$ cat src/rtl/alu_seq_pkg.sv
`default_nettype none
// ============================================================================
// Module : alu_seq_pkg
// Brief  : Opcodes, FSM state and engine mode types shared by the ALU files.
// Rev    : 1.0
// ============================================================================
package alu_seq_pkg;

  localparam logic [3:0] OP_ADD  = 4'd0;
  localparam logic [3:0] OP_SUB  = 4'd1;
  localparam logic [3:0] OP_AND  = 4'd2;
  localparam logic [3:0] OP_OR   = 4'd3;
  localparam logic [3:0] OP_NAND = 4'd4;
  localparam logic [3:0] OP_NOR  = 4'd5;
  localparam logic [3:0] OP_XOR  = 4'd6;
  localparam logic [3:0] OP_SLTU = 4'd7;
  localparam logic [3:0] OP_MULU = 4'd8;
  localparam logic [3:0] OP_DIVU = 4'd9;
  localparam logic [3:0] OP_REMU = 4'd10;

  typedef enum logic [1:0] {
    IDLE   = 2'd0,
    ITER   = 2'd1,
    FINISH = 2'd2
  } state_t;

  typedef enum logic {
    MODE_MUL = 1'b0,
    MODE_DIV = 1'b1
  } mode_t;

endpackage
`default_nettype wire

$ cat src/rtl/alu_seq_if.sv
`default_nettype none
// ============================================================================
// Module : alu_seq_if
// Brief  : Request/result bundle between the EX-stage control and alu_seq.
// Rev    : 1.0
// ============================================================================
interface alu_seq_if #(
  parameter int WIDTH = 16
);
  logic             start;
  logic [3:0]       select;
  logic [WIDTH-1:0] a;
  logic [WIDTH-1:0] b;
  logic             busy;
  logic             done;
  logic [WIDTH-1:0] aluResult;
  logic [WIDTH-1:0] resultHi;
  logic             Cout;
  logic             zero;
  logic             divByZero;

  modport master (
    output start, select, a, b,
    input  busy, done, aluResult, resultHi, Cout, zero, divByZero
  );

  modport slave (
    input  start, select, a, b,
    output busy, done, aluResult, resultHi, Cout, zero, divByZero
  );
endinterface
`default_nettype wire

$ cat src/rtl/alu_seq_muldiv.sv
`default_nettype none
// ============================================================================
// Module : alu_muldiv_iter
// Brief  : One-bit-per-cycle shift-add multiplier / restoring divider.
// Rev    : 1.0
// ============================================================================
module alu_muldiv_iter
  import alu_seq_pkg::*;
#(
  parameter int WIDTH = 16
) (
  input  wire logic             clock,
  input  wire logic             reset,
  input  wire logic             load,
  input  wire logic             step,
  input  wire mode_t            mode,
  input  wire logic [WIDTH-1:0] a,
  input  wire logic [WIDTH-1:0] b,
  output logic      [WIDTH-1:0] acc_hi,
  output logic      [WIDTH-1:0] acc_lo,
  output logic                  step_done
);

  logic [WIDTH-1:0] r_hi, r_lo, r_b;
  mode_t            r_mode;

  logic [WIDTH-1:0] w_src_hi, w_src_lo, w_src_b;
  mode_t            w_src_mode;
  logic [WIDTH:0]   w_sum, w_shift, w_diff;
  logic [WIDTH-1:0] w_nxt_hi, w_nxt_lo;
  logic             w_ge;

  // Load already performs the first step straight from the fresh operands,
  // so the final value is ready one cycle earlier than a load-then-step scheme.
  always_comb begin
    w_src_hi   = load ? '0   : r_hi;
    w_src_lo   = load ? a    : r_lo;
    w_src_b    = load ? b    : r_b;
    w_src_mode = load ? mode : r_mode;

    w_sum   = {1'b0, w_src_hi} + {1'b0, (w_src_lo[0] ? w_src_b : '0)};
    w_shift = {w_src_hi, w_src_lo[WIDTH-1]};
    w_diff  = w_shift - {1'b0, w_src_b};
    // Partial remainder stays below b, so the top bit of the difference is the borrow.
    w_ge    = ~w_diff[WIDTH];

    if (w_src_mode == MODE_MUL) begin
      w_nxt_hi = w_sum[WIDTH:1];
      w_nxt_lo = {w_sum[0], w_src_lo[WIDTH-1:1]};
    end else begin
      w_nxt_hi = w_ge ? w_diff[WIDTH-1:0] : w_shift[WIDTH-1:0];
      w_nxt_lo = {w_src_lo[WIDTH-2:0], w_ge};
    end
  end

  always_ff @(posedge clock or posedge reset) begin
    if (reset) begin
      r_hi   <= '0;
      r_lo   <= '0;
      r_b    <= '0;
      r_mode <= MODE_MUL;
    end else begin
      if (load) begin
        r_b    <= b;
        r_mode <= mode;
      end
      if (load || step) begin
        r_hi <= w_nxt_hi;
        r_lo <= w_nxt_lo;
      end
    end
  end

  assign acc_hi    = r_hi;
  assign acc_lo    = r_lo;
  assign step_done = load | step;

endmodule
`default_nettype wire

$ cat src/rtl/alu_seq.sv
`default_nettype none
// ============================================================================
// Module : alu_seq
// Brief  : Registered ALU with start/done handshake and iterative mul/div/rem.
// Rev    : 1.0
// ============================================================================
module alu_seq
  import alu_seq_pkg::*;
#(
  parameter  int WIDTH = 16,
  localparam int CNT_W = $clog2(WIDTH + 1)
) (
  input  wire logic clock,
  input  wire logic reset,
  alu_seq_if.slave  bus
);

  localparam logic [CNT_W-1:0] c_iter_last = CNT_W'(WIDTH - 2);

  state_t           r_state, w_state_nxt;
  logic [CNT_W-1:0] r_cnt, w_cnt_nxt;
  logic [3:0]       r_op;
  logic [WIDTH-1:0] r_result, r_hi;
  logic             r_cout, r_zero, r_dbz, r_done;

  logic             w_load, w_step, w_step_done, w_upd;
  logic [WIDTH-1:0] w_res, w_hi, w_acc_hi, w_acc_lo, w_sc_res;
  logic             w_cout, w_dbz, w_sc_cout, w_iter_op, w_div_zero;
  logic [WIDTH:0]   w_add, w_sub;
  mode_t            w_mode;

  assign w_iter_op  = (bus.select == OP_MULU) || (bus.select == OP_DIVU) ||
                      (bus.select == OP_REMU);
  assign w_div_zero = ((bus.select == OP_DIVU) || (bus.select == OP_REMU)) &&
                      (bus.b == '0);
  assign w_mode     = (bus.select == OP_MULU) ? MODE_MUL : MODE_DIV;
  assign w_add      = {1'b0, bus.a} + {1'b0, bus.b};
  assign w_sub      = {1'b0, bus.a} + {1'b0, ~bus.b} + (WIDTH+1)'(1);

  // Divide-by-zero results share this path since they also finish in one cycle.
  always_comb begin
    w_sc_res  = '0;
    w_sc_cout = 1'b0;
    case (bus.select)
      OP_ADD:  begin w_sc_res = w_add[WIDTH-1:0]; w_sc_cout = w_add[WIDTH]; end
      OP_SUB:  begin w_sc_res = w_sub[WIDTH-1:0]; w_sc_cout = w_sub[WIDTH]; end
      OP_AND:  w_sc_res = bus.a & bus.b;
      OP_OR:   w_sc_res = bus.a | bus.b;
      OP_NAND: w_sc_res = ~(bus.a & bus.b);
      OP_NOR:  w_sc_res = ~(bus.a | bus.b);
      OP_XOR:  w_sc_res = bus.a ^ bus.b;
      OP_SLTU: w_sc_res = {{(WIDTH-1){1'b0}}, (bus.a < bus.b)};
      OP_DIVU: w_sc_res = '1;
      OP_REMU: w_sc_res = bus.a;
      default: w_sc_res = '0;
    endcase
  end

  alu_muldiv_iter #(.WIDTH(WIDTH)) u_engine (
    .clock     (clock),
    .reset     (reset),
    .load      (w_load),
    .step      (w_step),
    .mode      (w_mode),
    .a         (bus.a),
    .b         (bus.b),
    .acc_hi    (w_acc_hi),
    .acc_lo    (w_acc_lo),
    .step_done (w_step_done)
  );

  always_comb begin
    w_state_nxt = r_state;
    w_cnt_nxt   = r_cnt;
    w_load      = 1'b0;
    w_step      = 1'b0;
    w_upd       = 1'b0;
    w_res       = '0;
    w_hi        = '0;
    w_cout      = 1'b0;
    w_dbz       = 1'b0;
    case (r_state)
      IDLE: begin
        if (bus.start) begin
          if (w_iter_op && !w_div_zero) begin
            w_load      = 1'b1;
            w_cnt_nxt   = '0;
            w_state_nxt = ITER;
          end else begin
            w_upd  = 1'b1;
            w_res  = w_sc_res;
            w_cout = w_sc_cout;
            w_dbz  = w_div_zero;
          end
        end
      end
      ITER: begin
        w_step = 1'b1;
        if (w_step_done) begin
          if (r_cnt == c_iter_last) w_state_nxt = FINISH;
          else                      w_cnt_nxt   = r_cnt + CNT_W'(1);
        end
      end
      FINISH: begin
        w_upd       = 1'b1;
        w_cnt_nxt   = '0;
        w_state_nxt = IDLE;
        case (r_op)
          OP_MULU: begin w_res = w_acc_lo; w_hi = w_acc_hi; end
          OP_DIVU: w_res = w_acc_lo;
          default: w_res = w_acc_hi;
        endcase
      end
      default: w_state_nxt = IDLE;
    endcase
  end

  always_ff @(posedge clock or posedge reset) begin
    if (reset) begin
      r_state <= IDLE;
      r_cnt   <= '0;
      r_op    <= OP_ADD;
    end else begin
      r_state <= w_state_nxt;
      r_cnt   <= w_cnt_nxt;
      if (w_load) r_op <= bus.select;
    end
  end

  always_ff @(posedge clock or posedge reset) begin
    if (reset) begin
      r_result <= '0;
      r_hi     <= '0;
      r_cout   <= 1'b0;
      r_zero   <= 1'b0;
      r_dbz    <= 1'b0;
      r_done   <= 1'b0;
    end else begin
      r_done <= w_upd;
      if (w_upd) begin
        r_result <= w_res;
        r_hi     <= w_hi;
        r_cout   <= w_cout;
        r_zero   <= (w_res == '0);
        r_dbz    <= w_dbz;
      end
    end
  end

  assign bus.busy      = (r_state != IDLE);
  assign bus.done      = r_done;
  assign bus.aluResult = r_result;
  assign bus.resultHi  = r_hi;
  assign bus.Cout      = r_cout;
  assign bus.zero      = r_zero;
  assign bus.divByZero = r_dbz;

endmodule
`default_nettype wire

$ cat src/flat_wrapper.sv
// flat-port wrapper written by rule: the top's interface ports become plain ports
module alu_seq_flat import alu_seq_pkg::*;
#(
  parameter  int WIDTH = 16,
  localparam int CNT_W = $clog2(WIDTH + 1)
)
  (clock, reset, bus_start, bus_select, bus_a, bus_b, bus_busy, bus_done, bus_aluResult, bus_resultHi, bus_Cout, bus_zero, bus_divByZero);
  alu_seq_if #(.WIDTH(WIDTH)) bus_i ();
  input  wire logic clock;
  input  wire logic reset;
  input wire logic [$bits(bus_i.start)-1:0] bus_start;
  input wire logic [$bits(bus_i.select)-1:0] bus_select;
  input wire logic [$bits(bus_i.a)-1:0] bus_a;
  input wire logic [$bits(bus_i.b)-1:0] bus_b;
  output wire logic [$bits(bus_i.busy)-1:0] bus_busy;
  output wire logic [$bits(bus_i.done)-1:0] bus_done;
  output wire logic [$bits(bus_i.aluResult)-1:0] bus_aluResult;
  output wire logic [$bits(bus_i.resultHi)-1:0] bus_resultHi;
  output wire logic [$bits(bus_i.Cout)-1:0] bus_Cout;
  output wire logic [$bits(bus_i.zero)-1:0] bus_zero;
  output wire logic [$bits(bus_i.divByZero)-1:0] bus_divByZero;
  assign bus_i.start = bus_start;
  assign bus_i.select = bus_select;
  assign bus_i.a = bus_a;
  assign bus_i.b = bus_b;
  assign bus_busy = bus_i.busy;
  assign bus_done = bus_i.done;
  assign bus_aluResult = bus_i.aluResult;
  assign bus_resultHi = bus_i.resultHi;
  assign bus_Cout = bus_i.Cout;
  assign bus_zero = bus_i.zero;
  assign bus_divByZero = bus_i.divByZero;
  alu_seq #(.WIDTH(WIDTH)) u_core (.clock(clock), .reset(reset), .bus(bus_i));
endmodule
$ cat config.mk
export PLATFORM = sky130hd
export DESIGN_NAME = alu_seq_flat
export DESIGN_NICKNAME = d
export VERILOG_FILES = /design/src/rtl/alu_seq_pkg.sv /design/src/rtl/alu_seq_if.sv /design/src/rtl/alu_seq_muldiv.sv /design/src/rtl/alu_seq.sv /design/src/flat_wrapper.sv
export SDC_FILE = /design/constraint.sdc
export NUM_CORES = 1
export LEC_CHECK = 0
export CORE_MARGIN = 4
export CORE_UTILIZATION = 61
export CTS_BUF_LIST = sky130_fd_sc_hd__clkbuf_8
export CTS_CLUSTER_DIAMETER = 100
export DETAILED_ROUTE_END_ITERATION = 8
export PLACE_DENSITY = 0.87
export RECOVER_POWER = 100
export SYNTH_ARGS = -nofsm -noshare
export SYNTH_HDL_FRONTEND = slang
export SYNTH_SLANG_ARGS = --single-unit
$ cat constraint.sdc
create_clock -name clock -period 4.8 [get_ports clock]
set_input_delay 0.72 -clock clock [delete_from_list [all_inputs] [get_ports clock]]
set_output_delay 0.72 -clock clock [all_outputs]
set_load 0.005 [all_outputs]
==> results.py <==
metrics = {
    "cells_and_area": {
        "syn2layout_area_growth_pct": 23.3,
        "antenna_cells": 0,
        "drive_gt1_share_pct": 14.3,
        "finish.utilization_pct": 77.4,
        "final_net_count": 1498,
        "final_cell_area_um2": 11300,
    },
    "logic_synthesis": {
        "yosysWarningCount": 0,
        "ys_top_cells_by_area": "dfrtp_1 26%, ha_1 11%, a21oi_1 7.7%",
        "yosysTopAreaCell": "dfrtp_1",
        "async_flop_share_pct": 100,
        "ys_types": 76,
        "synth_cells": 1210,
        "synth-seq-cells": 96,
        "yosysTopAreaCellShare_pct": 26.1,
        "synthFlopType": "dfrtp_1",
        "avgSynthCellArea_um2": 7.59,
        "synthesis.area_um2": 9190,
        "synth_most_common_cell": "nor2_1",
        "synth-edff-count": 0,
        "synth_common_cells": "147 x nor2_1, 142 x a21oi_1, 134 x nand2_1",
        "seq_area_frac_synth_pct": 26.1,
        "syn_nets": 1336,
    },
    "power": {
        "p_per_area_nw_per_um2": 603,
        "p_int_mw": 3.61,
        "combPwrFrac_pct": 71.0,
        "leakagePower_nw": 5.37,
        "ir_worst_vdd_v": 0.000762,
        "p_clk_share_pct": 8.8,
        "power.switching_mw": 3.22,
        "switching_share_pct": 47.1,
        "seqPwrFrac_pct": 20.2,
    },
    "run_status": {
        "violations": "max-capacitance violations, max-slew violations",
        "outcome": "finished, violations left",
    },
    "detailed_routing": {
        "wl_per_cell_um": 21.0,
        "drt_first_pass_iters": 6,
        "routed_via_density": 6.64,
        "drc": 0,
        "wl_um": 32800,
        "drtAntennaViolNets": 0,
        "vias": 10400,
        "first_iter_violations": 1466,
    },
    "setup_path": {
        "cpMaxStageDelayCell": "clkdlybuf4s50_1",
        "r2r_end": "u_core.u_engine.acc_hi[11]",
        "slowest_delay_ns": 0.56,
        "cp.depth": 21,
        "startpoint": "bus_b[2]",
        "cp-end-kind": "flop",
        "critPathKind": "input pin to flop",
        "critical_path_arrival_ns": 5.05,
        "r2r_start": "u_core.r_state[1]",
        "crit_top_cell": "buf_4",
        "cp.required_ns": 5.13,
        "crit_chain": "clkdlybuf4s50_1, nor4_4, nand3_1, o21ba_2, nand2_4, buf_4, buf_4, a21oi_2, ha_1, nor2b_2, o31a_1, o31ai_1, buf_4, a211oi_4, o31ai_4, xnor2_2, buf_4, buf_6, a211oi_1, a21oi_1, a21oi_1",
        "endpoint": "u_core.u_engine.acc_hi[11]",
        "crit_fanout": 15,
        "rr_worst_depth": 20,
        "path_buf_inv": 6,
        "crit_family": "compound AO/OA/AOI/OAI gates",
        "regToRegSetupSlack_ns": 0.66,
        "start_kind": "input pin",
    },
    "floorplanning": {
        "die_area_um2": 17100,
        "io_pins": 76,
        "initial_utilization_pct": 62.7,
        "die_w_um": 131,
        "coreArea_um2": 14600,
        "die_h_um": 131,
        "num_rows": 44,
    },
    "clock_tree": {
        "cts_tree": "yes",
        "worst_skew_pair.late_latency_ns": 0.40,
        "cts-root-buf": "clkbuf_8",
        "path_clk_slew_ns": 0.11,
        "clock-sinks": 96,
        "cts_buffers": 9,
        "clk_path_buf_depth": 2,
        "hold_buffers": 0,
        "ctsHtreeMaxLevel": 3,
    },
    "placement": {
        "dp_hpwl_um": 24700,
        "port_buffers": 75,
        "placed_area_um2": 11000,
        "place.gp.congestion": 1.02,
    },
    "timing": {
        "fmax_mhz": 212,
        "drv_slew": 65,
        "slew_headroom_pct": -96.8,
        "finalCritPeriodShare_pct": 98.5,
        "setup_viol": 0,
        "tightestPinTransition_ns": 2.94,
        "hold_viol": 0,
        "min_period_ns": 4.73,
        "hold_ws_ns": 0.477,
        "fin_skew_ns": 0.0227,
    },
    "global_routing": {
        "antenna_found_initial": 0,
        "grt_max_degree": 65,
        "grt.overflow.total": 0,
        "first_global_vias": 9721,
        "grt_pass1_wl_um": 50600,
        "grt_util_all_layers_pct": 37.8,
    },
    "min_path": {
        "min_from": "u_core.bus.aluResult[12]",
        "holdCritPathClass": "flop to flop",
    },
    "run": {
        "drv_cap": 1,
    },
}
[power by group through the flow]
stage	combinational [mW]	sequential [mW]	clock, mW
2_1_floorplan	2.88	1.28	0
3_3_place_gp	4.33	1.36	0
3_5_place_dp	4.49	1.38	0
4_1_cts	4.61	1.36	0.601
5_1_grt	5.28	1.40	0.626
6_report	4.85	1.38	0.601
[cell type report]
class / count / area, um2
Fill cell: 1079 / 3310
Inverter: 77 / 290
Sequential cell: 96 / 2400
Tap cell: 184 / 230
Clock inverter: 7 / 95.1
Clock buffer: 9 / 124
Multi-Input combinational cell: 968 / 6380
Timing Repair Buffer: 220 / 1810
[placed cells by master, fill, tap and decap left out, types with 9 or more instances in the layout]
cell type,synthesis,final
a211oi_1,15,11
a21o_1,18,18
a21oi_1,142,136
a22o_1,20,20
a31oi_1,9,9
and2_1,18,18
buf_4,0,127
clkbuf_1,56,10
clkbuf_8,0,9
clkdlybuf4s50_1,0,37
dfrtp_1,96,96
dlygate4sd3_1,0,38
ha_1,83,83
inv_1,75,74
mux2i_1,26,26
nand2_1,134,133
nand2b_1,16,16
nand3_1,21,21
nor2_1,147,146
nor2b_1,16,15
nor3_1,28,27
nor4_1,15,10
o211ai_1,11,11
o21ai_0,65,62
o21bai_1,11,11
o22ai_1,10,10
xnor2_1,18,17
[metrics by stage]
stage	cells	power, mW	setup TNS [ns]	setup WS [ns]
floorplan	1210	4.17	0	0.0317
global placement	1539	5.69	-6.22	-0.426
detailed placement	1539	5.87	-9.27	-0.621
CTS	1557	6.58	0	0.0784
global route	1561	7.30	-0.638	-0.178
finish	1561	6.83	0	0.0738
[worst min-delay path by stage]
stage / end / slack (ns) / cells past startpoint
CTS: u_core.bus.aluResult[10] / 0.49 / 2
floorplan: u_core.r_op[3] / 0.45 / 1
global placement: u_core.bus.aluResult[0] / 0.45 / 2
global route: u_core.r_op[3] / 0.51 / 1
finish: u_core.bus.aluResult[12] / 0.48 / 2
detailed placement: u_core.bus.aluResult[10] / 0.46 / 2
[flip-flops by register name, indices dropped and copies added (netlist names)]
name                    flops
u_core.r_cnt                5
u_core.bus.done             1
u_core.r_state              2
u_core.bus.Cout             1
u_core.bus.divByZero        1
u_core.u_engine.r_b        16
u_core.u_engine.r_mode      1
u_core.bus.aluResult       16
u_core.u_engine.acc_lo     16
u_core.u_engine.acc_hi     16
u_core.bus.zero             1
u_core.r_op                 4
u_core.bus.resultHi        16
[cell families after synthesis]
logic type	share of synthesized area [%]
AO/OA/AOI/OAI	27.9
XOR/XNOR	2.48
adder cells (fa/ha/maj)	12.2
buffers and inverters	6.21
flip-flops	26.1
multiplexers	3.32
AND/OR/NAND/NOR	21.7
[layer usage]
| metal | vias up | wire, um | track usage [%] |
|---|---|---|---|
| li1 | 4663 | - | - |
| met1 | 4776 | 12400 | 48.6 |
| met2 | 763 | 14600 | 60.6 |
| met3 | 168 | 3580 | 6.46 |
| met4 | 0 | 2150 | 20.9 |
| met5 | - | 0 | 0 |
[worst register-to-register path, cell delays in order, from the launching register on]
cell	delay (ns)
dfrtp_1	0.43
nor2_1	0.24
and2_1	0.27
nand2_4	0.10
buf_4	0.15
o21ai_0	0.23
inv_1	0.08
ha_1	0.21
fa_2	0.36
nor2b_2	0.13
o31a_1	0.18
o31ai_1	0.08
buf_4	0.15
a211oi_4	0.31
o31ai_4	0.12
xnor2_2	0.16
buf_4	0.15
buf_6	0.16
a211oi_1	0.28
a21oi_1	0.10
a21oi_1	0.16
[what timing repair did]
action,in CTS,in global routing
buffers inserted,2,3
pin swaps,1,7
hold endpoints to repair,0,0
cloned,0,1
gates resized for setup,6,25
setup endpoints to repair,16,17
Note: power is estimated with default switching activity, not from simulation.
